**src/rtl/arb_pkg.sv**
```systemverilog
// Shared types and helpers for the 16-way round-robin arbiter.
package arb_pkg;

    localparam int unsigned N_REQ = 16;
    localparam int unsigned IDX_W = 4;

    typedef enum logic {
        IDLE  = 1'b0,
        GRANT = 1'b1
    } arb_state_t;

    typedef struct packed {
        logic             found;
        logic [IDX_W-1:0] idx;
    } pick_t;

    // First set request scanning ptr, ptr+1, ... with 4-bit wrap.
    function automatic pick_t rr_pick(input logic [N_REQ-1:0] req, input logic [IDX_W-1:0] ptr);
        pick_t            res;
        logic [IDX_W-1:0] cand;
        res = '0;
        for (int unsigned i = 0; i < N_REQ; i++) begin
            cand = ptr + IDX_W'(i);
            if (!res.found && req[cand]) begin
                res.found = 1'b1;
                res.idx   = cand;
            end
        end
        return res;
    endfunction

endpackage

```
**src/rtl/gnt_dec4to16.sv**
```systemverilog
// 4-to-16 enable decoder driving the one-hot grant bus.
module gnt_dec4to16
    import arb_pkg::*;
(
    input  logic [IDX_W-1:0] w,
    input  logic             en,
    output logic [0:N_REQ-1] y
);

    always_comb begin
        y = '0;
        for (int unsigned k = 0; k < N_REQ; k++) begin
            y[k] = en && (w == IDX_W'(k));
        end
    end

endmodule

```
**src/rtl/rr_arb16.sv**
```systemverilog
// Round-robin arbiter: one owner of 16 at a time, released on done,
// withdrawal or hold timeout, with same-cycle hand-over to the next requester.
module rr_arb16
    import arb_pkg::*;
#(
    parameter int unsigned HOLD_MAX = 8
) (
    input  logic             clk,
    input  logic             rst_n,
    input  logic [N_REQ-1:0] req,
    input  logic             done,
    output logic [0:N_REQ-1] gnt,
    output logic [IDX_W-1:0] gnt_idx,
    output logic             gnt_valid,
    output logic             timeout
);

    localparam int unsigned      CNT_W     = 8;
    localparam logic [CNT_W-1:0] HOLD_LAST = CNT_W'(HOLD_MAX - 1);

    arb_state_t       state_q, state_d;
    logic [IDX_W-1:0] ptr_q, ptr_d;
    logic [CNT_W-1:0] hold_cnt_q, hold_cnt_d;
    logic [IDX_W-1:0] gnt_idx_q, gnt_idx_d;
    logic             gnt_valid_q, gnt_valid_d;
    logic             timeout_q, timeout_d;

    logic             at_limit_c;
    logic             release_c;
    logic [N_REQ-1:0] pick_req_c;
    logic [IDX_W-1:0] pick_ptr_c;
    pick_t            pick_c;

    // Next-state logic; one rr_pick serves both idle arbitration and hand-over.
    always_comb begin
        state_d     = state_q;
        ptr_d       = ptr_q;
        hold_cnt_d  = hold_cnt_q;
        gnt_idx_d   = gnt_idx_q;
        gnt_valid_d = gnt_valid_q;
        timeout_d   = 1'b0;

        at_limit_c = (hold_cnt_q == HOLD_LAST);
        release_c  = done || !req[gnt_idx_q] || at_limit_c;

        // On hand-over the old owner is masked so it cannot win back immediately.
        if (state_q == IDLE) begin
            pick_req_c = req;
            pick_ptr_c = ptr_q;
        end else begin
            pick_req_c = req & ~(N_REQ'(1) << gnt_idx_q);
            pick_ptr_c = gnt_idx_q + IDX_W'(1);
        end
        pick_c = rr_pick(pick_req_c, pick_ptr_c);

        case (state_q)
            IDLE: begin
                if (pick_c.found) begin
                    state_d     = GRANT;
                    gnt_idx_d   = pick_c.idx;
                    gnt_valid_d = 1'b1;
                    hold_cnt_d  = '0;
                end
            end
            GRANT: begin
                if (release_c) begin
                    timeout_d  = at_limit_c && !done;
                    ptr_d      = gnt_idx_q + IDX_W'(1);
                    hold_cnt_d = '0;
                    if (pick_c.found) begin
                        gnt_idx_d = pick_c.idx;
                    end else begin
                        state_d     = IDLE;
                        gnt_valid_d = 1'b0;
                    end
                end else begin
                    hold_cnt_d = hold_cnt_q + CNT_W'(1);
                end
            end
            default: begin
                state_d     = IDLE;
                gnt_valid_d = 1'b0;
            end
        endcase
    end

    always_ff @(posedge clk or negedge rst_n) begin
        if (!rst_n) begin
            state_q     <= IDLE;
            ptr_q       <= '0;
            hold_cnt_q  <= '0;
            gnt_idx_q   <= '0;
            gnt_valid_q <= 1'b0;
            timeout_q   <= 1'b0;
        end else begin
            state_q     <= state_d;
            ptr_q       <= ptr_d;
            hold_cnt_q  <= hold_cnt_d;
            gnt_idx_q   <= gnt_idx_d;
            gnt_valid_q <= gnt_valid_d;
            timeout_q   <= timeout_d;
        end
    end

    gnt_dec4to16 u_dec (
        .w  (gnt_idx_q),
        .en (gnt_valid_q),
        .y  (gnt)
    );

    assign gnt_idx   = gnt_idx_q;
    assign gnt_valid = gnt_valid_q;
    assign timeout   = timeout_q;

endmodule

```
**config.mk**
```make
export PLATFORM = sky130hd
export DESIGN_NAME = rr_arb16
export DESIGN_NICKNAME = d
export VERILOG_FILES = /design/src/rtl/arb_pkg.sv /design/src/rtl/gnt_dec4to16.sv /design/src/rtl/rr_arb16.sv
export SDC_FILE = /design/constraint.sdc
export NUM_CORES = 1
export LEC_CHECK = 0
export CORE_UTILIZATION = 45
export CTS_CLUSTER_DIAMETER = 200
export DETAILED_ROUTE_END_ITERATION = 7
export HOLD_SLACK_MARGIN = 0.02
export PLACE_DENSITY = 0.7
export SLEW_MARGIN = 0
export SYNTH_ARGS = -nofsm -noshare
export SYNTH_HDL_FRONTEND = slang
export SYNTH_SLANG_ARGS = --single-unit
```
**constraint.sdc**
```tcl
create_clock -name clk -period 5.3 [get_ports clk]
set_clock_uncertainty 0.15 [all_clocks]
set_input_delay 1.06 -clock clk [delete_from_list [all_inputs] [get_ports clk]]
set_output_delay 1.06 -clock clk [all_outputs]
set_load 0.01 [all_outputs]
```
---- Yosys cells after proc, flatten, opt, wreduce, memory -nomap -nowiden ----
Cells that the tools add are included.
word-level totals
  flip-flop bits (word level) ............. 19
  bits of input ports ..................... 19
  word-level logic and storage cells ...... 184
operators by class
  $add $sub $neg .......................... 17
  order comparisons ....................... 17
  equality and inequality tests ........... 19
  shift-type cells ........................ 1
  muxes and demuxes ....................... 67
  bitwise gates (word level) .............. 3
  reductions and logical operators ........ 54
operator list
  kind                  count
  $lt 4x5->1 const B    17
  $mux 5                16
  $bmux 1 s4            17
  $add 4x4->4 const B   8
  $eq 4x4->1 const B    8
  $logic_and 1x1->1     32
  $mux 1                24
  $logic_not 1->1       17
  $add 4x3->4 const B   4
  $and 16x16->16        1
  $eq 4x3->1 const B    4
  $mux 16               1
  $mux 8                2
  $not 16->16           1
  $pmux 8 s2            1
  $shl 1x4->16 const A  1
  $mux 4                3
  $add 4x1->4 const B   2
  $add 4x2->4 const B   2
  $add 8x1->8 const B   1
  $eq 4x2->1 const B    2
  $eq 8x3->1 const B    1
  $pmux 4 s2            1
  $eq 4x1->1 const B    1
  8 further kinds       11

---- Logic depth before layout (Yosys ltp) ----
Gate-level depths: netlist of the first run.
  word-level depth ........................ 55
  depth in mapped cells ................... 19
  depth with buffers taken out ............ 15

---- Hierarchy ----
Synthesis of the first run repeated with hierarchy kept, for this count alone.
unflattened totals
  cells, all modules ...................... 441
  area total of the unflattened synthesis .. 3,552.2 um2
modules (own cells, without submodules)
  module        instances  cells an instance  area an instance (um2)  seq. area each (um2)
  rr_arb16      1          418                3,434.5                 475.5
  gnt_dec4to16  1          23                 117.6                   0.0

---- Least setup slack after synthesis of the first run ----
Ideal clock, no wire load.
  path kind ............................... flip-flop to flip-flop
  start ................................... register gnt_idx_q[0], in the netlist gnt_idx[0]
  end ..................................... register gnt_idx_q[3], in the netlist gnt_idx[3]
  arrival time ............................ 4,642 ps
  slack ................................... 386 ps
  cell stages (with the launch flop) ...... 20
  path buffers ............................ 5
  clock period less this slack ............ 4,914 ps
  cell sequence ........................... dfrtp_1 -> buf_4 -> inv_1 -> ha_1 -> mux2_2 -> inv_2 -> buf_2 -> ha_1 -> clkbuf_1 -> clkbuf_1 -> nor3_1 -> o41ai_1 -> a21boi_0 -> nor3b_4 -> nand4_4 -> or4_1 -> buf_2 -> nor2_1 -> nor2_1 -> a32o_1
between the ends
  cells in the longest elaborated chain, start to end .. 55
  elaborated cells on any way between the ends .. 108
RTL lines
  element                                                               RTL line        text
  start: declaration                                                    rr_arb16.sv:24  logic [IDX_W-1:0] gnt_idx_q, gnt_idx_d;
  start signal: assignment                                              rr_arb16.sv:99  gnt_idx_q <= gnt_idx_d;
  parallel branches: the longest is 55 deep, another holds $add 4x1->4  --
Parallel ways; which one is timed is not known. The select of a mux whose other input is x is not followed.
A chain may end at the register's enable or synchronous reset.

---- Worst setup path in the final report of the first run ----
  start ................................... register state_q
  end ..................................... register gnt_idx_q[3], in the netlist gnt_idx[3]
between the ends
  cells in the longest elaborated chain, start to end .. 52
  elaborated cells on any way between the ends .. 100
RTL lines
  element                                                               RTL line        text
  start: declaration                                                    rr_arb16.sv:21  arb_state_t state_q, state_d;
  start signal: assignment                                              rr_arb16.sv:96  state_q <= state_d;
  parallel branches: the longest is 52 deep, another holds $add 4x1->4  --
Parallel ways; which one is timed is not known. The select of a mux whose other input is x is not followed.

==> metrics.md, run 1 <==
| Metric | Value |
|---|---|
| Run status | complete, no violations |
| Synth unique cells | 84 |
| Fin. max-slew vios | 0 |
| CP startpoint kind | flip-flop |
| YS warnings | 0 |
| Yosys top cell area share | 13.1% |
| CTS tree | built |
| Syn_nets | 495 |
| DR pass1 iterations | 7 |
| Die width | 91.9 um |
| Final setup violation count | 0 |
| RR Startpoint | state_q$_DFF_PN0_ |
| Hold Violations, Final | 0 |
| Avg Cell Area, Syn | 7.88 um2 |
| I/O pins | 41 |
| RR Endpoint | gnt_idx[3]$_DFFE_PN0P_ |
| Async SR Flop Fraction | 100% |
| Pin count of the biggest net entering global routing | 20 |
| Filler Cell Count | 763 |
| DR iter-0 viols | 525 |
| Finished Core Util | 55.1% |
| Via density | 6.81 |
| Worst Setup SP | state_q$_DFF_PN0_ |
| First-pass GRT wire length | 20.1 mm |
| Area delta synth->final | 17.6% |
| CTS max path bufs | 2 |
| Worst Path Buf+Inv | 3 |
| Min Clock Period, post-route | 4.99 ns |
| Core Region | 7770 um2 |
| CTS Buf Count | 3 |
| Worst-path clk slew | 0.07 ns |
| Max Cap Viol | 0 |
| Hpwl dp | 9.97 mm |
| Share of layout cells above drive strength 1 | 13.1% |
| Register-to-Register Path Depth | 14 |
| Top cells by area, synth | dfrtp_1, o21ai_0, mux4_2 |
| Met3 WL | 1.14 mm |
| Clock latency at the later pin of the worst-skew pair | 0.26 ns |
| Crit-path leading delay family | simple AND/OR/NAND/NOR gates |
| CP Capture Point | gnt_idx[3]$_DFFE_PN0P_ |
| Routed Antenna Nets | 0 |
| Overall Global Routing Usage | 30.3% |
| Root Buffer | clkbuf_8 |
| Peak Freq | 0.200 GHz |
| DP Area | 4200 um2 |
| Post-synthesis sequential area ratio | 13.1% |
| Setup TNS | 0 ns |
| CP max FO | 18 |
| Slew margin rel. | 45.3% |
| RSZ-0062 raised after global routing | false |
| Cells after Synth | 462 |
| Via count | 4,112 |
| Avg WL per Cell | 21.1 um |
| Clock sinks | 19 |
| Max incr delay on CP | 0.71 ns |
| Total gr overflow | 0 |
| Worst path depth | 14 |
| Crit path max-delay cell type | or4_1 |
| Hold Path Class | flip-flop to flip-flop |
| Final Cell Area | 4280 um2 |
| Period Utilization, post-route | 94.2% |
| Routed length on met1 | 5.44 mm |
| WS Path Type | flip-flop to flip-flop |
| Initial antenna violation count | 0 |
| Slew @ Worst Pin | 0.817 ns |
| Register bit total from synthesis | 19 |
| Ant diodes | 0 |
| Initial Util | 46.9% |
| DRC Markers | 0 |
| Die Y | 91.9 um |
| Critical path, cell by cell | nor2b_2 -> nor2_2 -> buf_4 -> clkinv_2 -> buf_4 -> o21ai_1 -> mux2_1 -> mux4_2 -> nor3b_4 -> nand4_4 -> or4_1 -> o41a_1 -> o2111ai_2 -> a32o_1 |
| Count leader, synth | o21ai_0 |
| Top FF cell, synth | dfrtp_1 |
| Critical Path Sink Type | flip-flop |
| H-tree levels | 1 |
| R2r setup slk | 0.31 ns |
| FP Rows | 32 |
| Mapped Area | 3640 um2 |
| Vias in the first global route | 3,835 |
| CP required | 5.34 ns |
| Max layer used | met4 |
| Detailed route wirelength on metal2 | 5.82 mm |
| Worst Path Arrival | 5.03 ns |
| Final nets | 536 |
| DIE AREA | 8450 um2 |
| EDFF count, synth | 0 |
| DRT Wirelength | 12.8 mm |
| IO Port Bufs | 40 |
| Synth area leader | dfrtp_1 |
| Most used cell, CP | buf_4 |
| Final GP Congestion | 1.02 |
| Synth top cells by count | o21ai_0, nor2_1, nand2_1, nand3_1, o211ai_1 |
cells in the final DEF (no fill, tap or decap), types with 4 or more instances in the layout:
cell type        instances
nor2b_1                  6
o31ai_1                  4
inv_1                    9
buf_4                   19
mux4_1                   4
a21oi_1                 18
o211ai_1                23
nor2_1                  43
o21ai_0                 49
o221ai_1                 5
nand4_1                  6
mux2i_1                 19
mux4_2                  10
clkdlybuf4s50_1         40
nand2_1                 38
and3_1                   7
dfrtp_1                 19
nand3_1                 23
a21boi_0                 4
nor4_1                   6
nand2b_1                 8
nand3b_1                 4
or4_1                    4
a211oi_1                 6
xnor2_1                  9
a21o_1                   4
ha_1                    14
o21ai_1                  7
mux2_2                   9
and2_1                   4
nor3_1                   8
routing by layer:
layer,global-route usage (%),vias up
li1,-,1885
met4,10.3,0
met1,41.6,1920
met5,0,-
met3,3.98,34
met2,48.9,273
how the worst min path moves through the flow:
stage	startpoint	endpoint	cells past startpoint
3_5_place_dp	hold_cnt_q[7]$_DFFE_PN0P_	hold_cnt_q[7]$_DFFE_PN0P_	1
4_1_cts	hold_cnt_q[7]$_DFFE_PN0P_	hold_cnt_q[7]$_DFFE_PN0P_	1
5_1_grt	hold_cnt_q[7]$_DFFE_PN0P_	hold_cnt_q[7]$_DFFE_PN0P_	1
6_report	hold_cnt_q[7]$_DFFE_PN0P_	hold_cnt_q[7]$_DFFE_PN0P_	1
2_1_floorplan	hold_cnt_q[7]$_DFFE_PN0P_	hold_cnt_q[7]$_DFFE_PN0P_	1
3_3_place_gp	hold_cnt_q[7]$_DFFE_PN0P_	hold_cnt_q[7]$_DFFE_PN0P_	1
final cells by class:
class	count	area, um2	share of cell area, %
well taps	102	128	2.98
multi-input cells	408	3040	71.1
clock buffers	4	45.0	1.05
inverters	12	46.3	1.08
flip-flops and latches	19	475	11.1
repair buffers	59	543	12.7
sequential cells by signal, summed over array words and instances, names as in the netlist:
name and cells:
state_q 1, gnt_valid 1, hold_cnt_q 8, timeout 1
ptr_q 4, gnt_idx 4
worst reg2reg max path, delay by kind of cell, from the launching register on:
family          cells  cell delay, ns
compound gates      4            0.66
buf+inv             3            0.60
mux                 2            0.96
simple gates        5            1.99
flops               1            0.55
through the flow:
stage / hold slack [ns] / worst slack [ns] / instances
after floorplan: 0.296 / 0.386 / 462
after global placement: 0.316 / 0.325 / 600
after detailed placement: 0.323 / 0.356 / 600
after CTS: 0.337 / 0.324 / 604
after global routing: 0.355 / 0.0338 / 604
final: 0.340 / 0.308 / 604
repair_timing:
action,in CTS,in global routing
setup buffers,0,0
setup endpoints to repair,0,3
hold buffers,0,0
resized for setup,0,5
cell families after synthesis:
family	synth area share [%]
simple gates	27.3
compound gates	29.2
mux	17.4
buf+inv	4.43
flops	13.1
fa+ha+maj	4.81
xor+xnor	3.85
Power of run 1 is not shown: default switching activity piles up to over one toggle a cycle in this logic, so the estimate is an artifact.
==> run 2: changes to the inputs <==
--- a/config.mk
+++ b/config.mk
@@ -5,6 +5,7 @@
 export SDC_FILE = /design/constraint.sdc
 export NUM_CORES = 1
 export LEC_CHECK = 0
+export CORE_ASPECT_RATIO = 0.5
 export CORE_UTILIZATION = 45
 export CTS_CLUSTER_DIAMETER = 200
 export DETAILED_ROUTE_END_ITERATION = 7
==> constraint.sdc (replaced) <==
create_clock -name clk -period 5.3 [get_ports clk]
set_clock_uncertainty 0.15 [all_clocks]
set_input_delay 1.06 -clock clk [delete_from_list [all_inputs] [get_ports clk]]
set_output_delay 1.06 -clock clk [all_outputs]
set_load 0.02 [all_outputs]
==> run 2 against run 1 <==
Hold slack better by 0.0031 ns. Critical endpoint unchanged. Die area up 0.26%. Register-to-register slack better by 0.04 ns. Global-route usage up 1.5 points.
==> metrics.md, run 2 (synthesis results as in run 1) <==
| Metric | Value |
|---|---|
| Run status | complete, no violations |
| Hold Path Class | flip-flop to flip-flop |
| WHS Endpoint | hold_cnt_q[7]$_DFFE_PN0P_ |
| CTS tree | built |
| DR iter-0 viols | 443 |
| H-tree levels | 1 |
| DRT Wirelength | 13.1 mm |
| IO Port Bufs | 40 |
| Slew margin rel. | 43.8% |
| Avg WL per Cell | 21.0 um |
| Detailed route wirelength on metal2 | 5.26 mm |
| WS Path Type | flip-flop to flip-flop |
| Share of layout cells above drive strength 1 | 15.3% |
| Max layer used | met4 |
| Die Y | 65.6 um |
| Worst Setup SP | gnt_idx[0]$_DFFE_PN0P_ |
| Worst-path clk slew | 0.05 ns |
| Final GP Congestion | 0.994 |
| RR Startpoint | gnt_idx[0]$_DFFE_PN0P_ |
| DIE AREA | 8470 um2 |
| Final nets | 550 |
| CP required | 5.28 ns |
| Most frequent cells in the layout | o21ai_0, nor2_1, clkdlybuf4s50_1 |
| CP max FO | 12 |
| Clock sinks | 19 |
| Clock latency at the later pin of the worst-skew pair | 0.25 ns |
| RSZ-0062 raised after global routing | false |
| Slew @ Worst Pin | 0.840 ns |
| Commonest non-fill, non-tap cell in the layout | o21ai_0 |
| Worst Path Arrival | 4.94 ns |
| Peak Freq | 0.202 GHz |
| Root Buffer | clkbuf_16 |
| Ant diodes | 0 |
| Total gr overflow | 0 |
| Top reg by flops | hold_cnt_q |
| FP Rows | 22 |
| Setup TNS | 0 ns |
| CP startpoint kind | flip-flop |
| DR pass1 iterations | 5 |
| I/O pins | 41 |
| Critical hold path startpoint | hold_cnt_q[7]$_DFFE_PN0P_ |
| Met3 WL | 1.46 mm |
| Fin. max-slew vios | 0 |
| RR Endpoint | gnt_idx[3]$_DFFE_PN0P_ |
| Min Clock Period, post-route | 4.95 ns |
| Vias in the first global route | 3,600 |
| CTS max path bufs | 2 |
| Routed Antenna Nets | 0 |
| Hold Slack | 0.343 ns |
| R2r setup slk | 0.35 ns |
| Hpwl dp | 10.6 mm |
| Max reg flops | 8 |
| DRC Markers | 0 |
| Pin count of the biggest net entering global routing | 29 |
| Final setup violation count | 0 |
| Via density | 6.65 |
| Finished Core Util | 58.1% |
| Core Region | 7570 um2 |
| Initial Util | 48.1% |
| Hold Violations, Final | 0 |
| Register-to-Register Path Depth | 13 |
| Overall Global Routing Usage | 31.8% |
| Period Utilization, post-route | 93.5% |
| First-pass GRT wire length | 20.3 mm |
| Routed length on met1 | 6.32 mm |
| Hold path cells | 1 |
| Die width | 129 um |
| Max Cap Viol | 0 |
| CTS Buf Count | 3 |
| Area delta synth->final | 20.9% |
| Initial antenna violation count | 0 |
| Critical Path Sink Type | flip-flop |
| Via count | 4,149 |
[run 2: worst max-delay path by stage]
stage and endpoint:
6_report gnt_idx[3]$_DFFE_PN0P_, 5_1_grt gnt_idx[3]$_DFFE_PN0P_, 4_1_cts gnt_idx[0]$_DFFE_PN0P_, 3_5_place_dp gnt_idx[3]$_DFFE_PN0P_, 3_3_place_gp gnt_idx[0]$_DFFE_PN0P_, 2_1_floorplan gnt_idx[3]$_DFFE_PN0P_
[run 2: critical path, cell delays in order (launching register included)]
cell	delay [ns]
dfrtp_1	0.46
inv_1	0.12
ha_1	0.32
mux2_2	0.31
buf_4	0.21
ha_1	0.31
xnor2_2	0.41
mux4_2	0.67
nor3b_4	0.47
nand4_4	0.21
or4_1	0.70
nor2_1	0.17
nor2_1	0.06
a32o_1	0.26
[run 2: routing by layer]
metal  GRT usage, %  up-vias
met1           48.9     2005
met3           7.90       10
met5              0        -
met4           3.82        0
li1               -     1911
met2           44.5      223
[run 2: final cells by class]
cell class	count	area, um2
fill	690	3170
multi-input combinational	408	3020
timing repair buffer	73	648
sequential	19	475
tap	108	135
clock buffer	3	75.1
inverter	12	46.3
clock inverter	1	5.00
[run 2: timing repair]
item	4_1_cts	5_1_grt
setup buffers	0	2
setup endpoints to repair	0	3
hold buffers	0	0
gates resized for setup	0	3
[run 2: per-stage QoR]
stage	instance area, um2	std cells	worst slack (ns)
after CTS	4370	622	0.394
after detailed placement	4290	618	0.397
final	4400	624	0.347
after floorplan	3640	462	0.304
after global routing	4400	624	0.120
after global placement	4290	618	0.342
Power of run 2 is left out for the same reason.
==> patch 1, RTL diff (flow settings as in run 1) <==
The output `timeout` loses its register stage (`timeout_q` becomes a continuous assignment).
--- a/src/rtl/rr_arb16.sv
+++ b/src/rtl/rr_arb16.sv
@@ -91,16 +91,16 @@
             hold_cnt_q  <= '0;
             gnt_idx_q   <= '0;
             gnt_valid_q <= 1'b0;
-            timeout_q   <= 1'b0;
         end else begin
             state_q     <= state_d;
             ptr_q       <= ptr_d;
             hold_cnt_q  <= hold_cnt_d;
             gnt_idx_q   <= gnt_idx_d;
             gnt_valid_q <= gnt_valid_d;
-            timeout_q   <= timeout_d;
         end
     end
+
+    assign timeout_q = timeout_d;
 
     gnt_dec4to16 u_dec (
         .w  (gnt_idx_q),
Formal check against the unedited RTL: not equivalent (Yosys sat finds a counterexample within 10 cycles, from zero or initial values and one cycle with rst_n low).
==> patch 1 against run 1 <==
Final cell count increased by 1.8%; design area up 2.3%; highest routed layer unchanged; largest cell class unchanged; worst setup slack gained 150 ps; synthesized area is 4.6% higher; sequential cell count decreased by 1; synthesized cell count rose by 2.2%; routed wire length increased by 2.9%; via count rose by 1.2%.
Power is left out: the tool's default activity adds up to more than one toggle a clock period on the data nets, which glitch-free logic cannot reach.
==> patch 1: results (changes against run 1) <==
* Run status: finished clean
- Overall fraction of global-route tracks in use: 31.2% (+0.92 points)
* Part of the Yosys area used for sequential elements: 11.8% (-1.2 points)
- The filler cell count is 791 (+3.7%).
* Crit path arrival time: 4810 ps (-220 ps)
- Post-Synth Adder-Cell Area: 4.60% (-0.21 points)
* Average via count per standard cell: 6.76 (-0.64%)
* Vias in the first global route: 4005 (+4.4%)
* Multiplexer share of the synthesized area: 20.3% (+2.9 points)
* Worst slack after detailed placement: 531 ps (+175 ps)
* First-pass GRT wire length: 21300 µm (+5.9%)
- Number of optimization iterations in the first detailed-route pass: 5 (-2)
- The overall routed net length came to 13100 µm (+2.9%).
- The fraction of final layout cells with drive strength greater than 1 came to 16.3% (+3.1 points).
- The sum of net half-perimeters after detailed placement came to 10500 µm (+5.5%).
- The longest individual stage delay on the worst path was 680 ps (-30 ps).
- Main synth FF type: dfrtp_1
* Largest delay contributor family on the critical path: simple AND/OR/NAND/NOR gates
* Worst slew pin tran: 785 ps (-32.0 ps)
* Cell types with the highest counts after synthesis: nor2_1 (52), nand2_1 (44), o21ai_0 (30), o211ai_1 (26), mux2i_1 (22)
- Xor/xnor share of the synthesized area: 3.12% (-0.73 points)
- The final weighted congestion in routability-driven placement is 0.970 (-4.8%).
* Cell types occupying the most area after synthesis: dfrtp_1 (12%), mux4_2 (11%), mux2i_1 (5.8%), nor2_1 (5.1%), o211ai_1 (5.1%)
- The number of nets in the synthesized netlist came to 505 (+2.0%).
- Pin count of the biggest net entering global routing: 21 (+5.0%)
* Number of DRC markers after the initial detailed-route iteration: 384 (-27%)
- Compound-gate portion of the synthesized area: 30.9% (+1.7 points)
- The number of library cell types mapped by synthesis is 78 (-7.1%).
==> patch 1: area by class of cell <==
| type | instances | share of cell area (%) |
|---|---|---|
| Sequential cell | 18 | 10.3 |
| Clock buffer | 4 | 1.26 |
| Tap cell | 105 | 3.00 |
| Multi-Input combinational cell | 417 | 71.8 |
| Inverter | 10 | 0.915 |
| Timing Repair Buffer | 61 | 12.8 |
==> patch 1: path summary, 6_finish.rpt <==
check / from / endpoint / slack [ps] / cells after the start
worst min register to register: hold_cnt_q[0] / hold_cnt_q[0] / 350 / 1
worst max-delay path: state_q / gnt_idx[1] / 460 / 13
worst max register to register: state_q / gnt_idx[1] / 460 / 13
max in group asynchronous: rst_n / hold_cnt_q[7] / 3390 / 1
min in group asynchronous: rst_n / hold_cnt_q[0] / 1120 / 1
worst min-delay path: hold_cnt_q[0] / hold_cnt_q[0] / 350 / 1
==> patch 1: routing by layer <==
layer  share of wire [%]  track usage [%]
met4                 5.1             14.4
met2                  45             49.3
met1                  42             41.5
met5                   0                0
met3                 7.7             5.26
==> patch 1: logic make-up (layout without fill, tap and decap cells) <==
kind of cell,count (synthesis),in the layout
AOI/OAI and AO/OA,163,163
xor gates and xnor gates,11,11
adders and majority gates,14,14
buffers and inverters,37,75
DFF,18,18
muxes,53,53
and+or+nand+nor,176,176
==> patch 1: metrics by stage <==
step | instances | cell area [µm²]
2_1_floorplan | 472 | 3810
3_3_place_gp | 611 | 4320
3_5_place_dp | 611 | 4320
4_1_cts | 615 | 4380
5_1_grt | 615 | 4380
6_report | 615 | 4380
==> patch 1: worst register-to-register path: cells and delay by family, from the launching register on <==
kind / cells / cell delay, ps
AOI/OAI and AO/OA: 2 / 200
muxes: 2 / 640
and+or+nand+nor: 8 / 2490
adders and majority gates: 1 / 540
DFF: 1 / 680
==> patch 2, RTL diff (settings of run 1) <==
Made on the original files. The package constant `IDX_W` goes from 4 to 6.
--- a/src/rtl/arb_pkg.sv
+++ b/src/rtl/arb_pkg.sv
@@ -2,7 +2,7 @@
 package arb_pkg;
 
     localparam int unsigned N_REQ = 16;
-    localparam int unsigned IDX_W = 4;
+    localparam int unsigned IDX_W = 6;
 
     typedef enum logic {
         IDLE  = 1'b0,
Ports: changed (resized gnt_idx); port bits go from 41 to 43. The function was not compared with the original's and may differ.
==> patch 2 against run 1 <==
Design area up 34%; largest cell class unchanged; global-route usage up 3.7 points; highest routed layer unchanged; die area up 32%; core utilization about the same; routed wire length up 47%; sequential cell count up 4; final cell count up 36%; sequential share of layout area down 1.0 points; synthesized area up 33%; worst setup slack worse by 170 ps; critical endpoint is now gnt_idx[1].
Power is left out: the tool's default activity adds up to more than one toggle a clock period on the data nets, which glitch-free logic cannot reach.
==> patch 2: results (changes against run 1) <==
* Run status: finished clean
- The global-route wire length before repair is 30000 µm (+50%).
- Post-Synth Adder-Cell Area: 5.17% (+0.36 points)
* Synthesized instance count: 628 (+36%)
- The number of nets in the synthesized netlist is 667 (+35%).
- Worst slew pin tran: 1060 ps (+241 ps)
- The fraction of the mapped netlist area in compound gates came to 25.7% (-3.4 points).
- The peak clock frequency supported by timing is 194 MHz (-3.3%).
- Worst-case register-to-register setup slack: 140 ps (-170 ps)
- Yosys attributes the largest share of cell area to dfrtp_1 (12%), mux4_2 (10%), nand2_1 (5.7%), ha_1 (5.2%), mux2i_1 (4.5%).
- Longest individual stage delay on the worst path: 610 ps (-100 ps)
- Number of antenna violations at the first check in global routing: 1 (+1)
- The number of DRC markers after the initial detailed-route iteration was 692 (+32%).
- In the synthesized netlist, the cells that appear most often are nand2_1 (73), nor2_1 (56), o21ai_0 (43), a21oi_1 (39), nand3_1 (31).
* IO Port Bufs: 42 (+5.0%)
- Hold Path Origin: hold_cnt_q[7]
- Pin count of the biggest net entering global routing: 24 (+20%)
- The via count of the first global-routing pass was 5352 (+40%).
- Hold slack: 337 ps (-2.98 ps)
- Number of flip-flops in the largest register: 8 (unchanged)
- On the critical path, the stage with the largest delay is an instance of nor4_1.
- The xor/xnor share of the synthesized area came to 6.64% (+2.8 points).
- Placed cell area: 0.00563 mm² (+34%)
- Largest delay contributor family on the critical path: compound AO/OA/AOI/OAI gates
- The routed via count came to 5669 (+38%).
* Unique cell type count in the Yosys netlist: 83 (-1.2%)
- The path depth of the worst reg2reg path came to 12 (-2).
- The number of nets in the layout came to 726 (+35%).
- Maximum fanout encountered on the critical timing path: 21 (+3)
- The proportion of synthesized chip area in sequential cells is 11.9% (-1.2 points).
* Capturing point of the worst reg2reg path: gnt_idx[1]
- DPL Wire Length: 14300 µm (+44%)
- Final routed wire length divided by cell count: 22.8 µm (+7.9%)
* Worst slack after detailed placement: 245 ps (-111 ps)
- The clock input transition at the sequential cells of the worst setup and hold paths is 90 ps (+20 ps).
- The arrival time of data at the critical path endpoint was 5180 ps (+150 ps).
- Sum of routed wire length over all layers: 18700 µm (+47%)
* Share of cells above drive strength 1: 17.2% (+4.1 points)
- Number of optimization iterations in the first detailed-route pass: 5 (-2)
- Maximum buffer depth of the clock tree: 2 (unchanged)
-- patch 2: cell count changes after synthesis, sizes merged, moves of 8 or more --
cell,change
nand2,+36
a21oi,+19
nor3,+15
nor2,+13
xnor2,+13
clkbuf,+12
o21ai,-9
xor2,+9
a221oi,+8
mux4,+8
nand3,+8
o211ai,-8
-- patch 2: area by class of cell --
cell class	count	area [µm²]
clock buffer	3	41.3
clock inverter	1	5.00
fill	980	4660
inverter	17	67.6
multi-input combinational	552	4070
sequential	23	576
tap	136	170
timing repair buffer	90	781
-- patch 2: metal layers --
metal  wire, µm  vias to the layer above  global-route usage, %
met5          0                        -                      0
met4        901                        0                   14.3
met3       1990                       85                   8.72
met2       8250                      377                   51.4
met1       7590                     2695                   45.9
li1           -                     2512                      -
-- patch 2: timing repair --
action / CTS / global route
setup buffers: 0 / 2
endpoints found under the setup margin: 0 / 14
resized for setup: 0 / 6
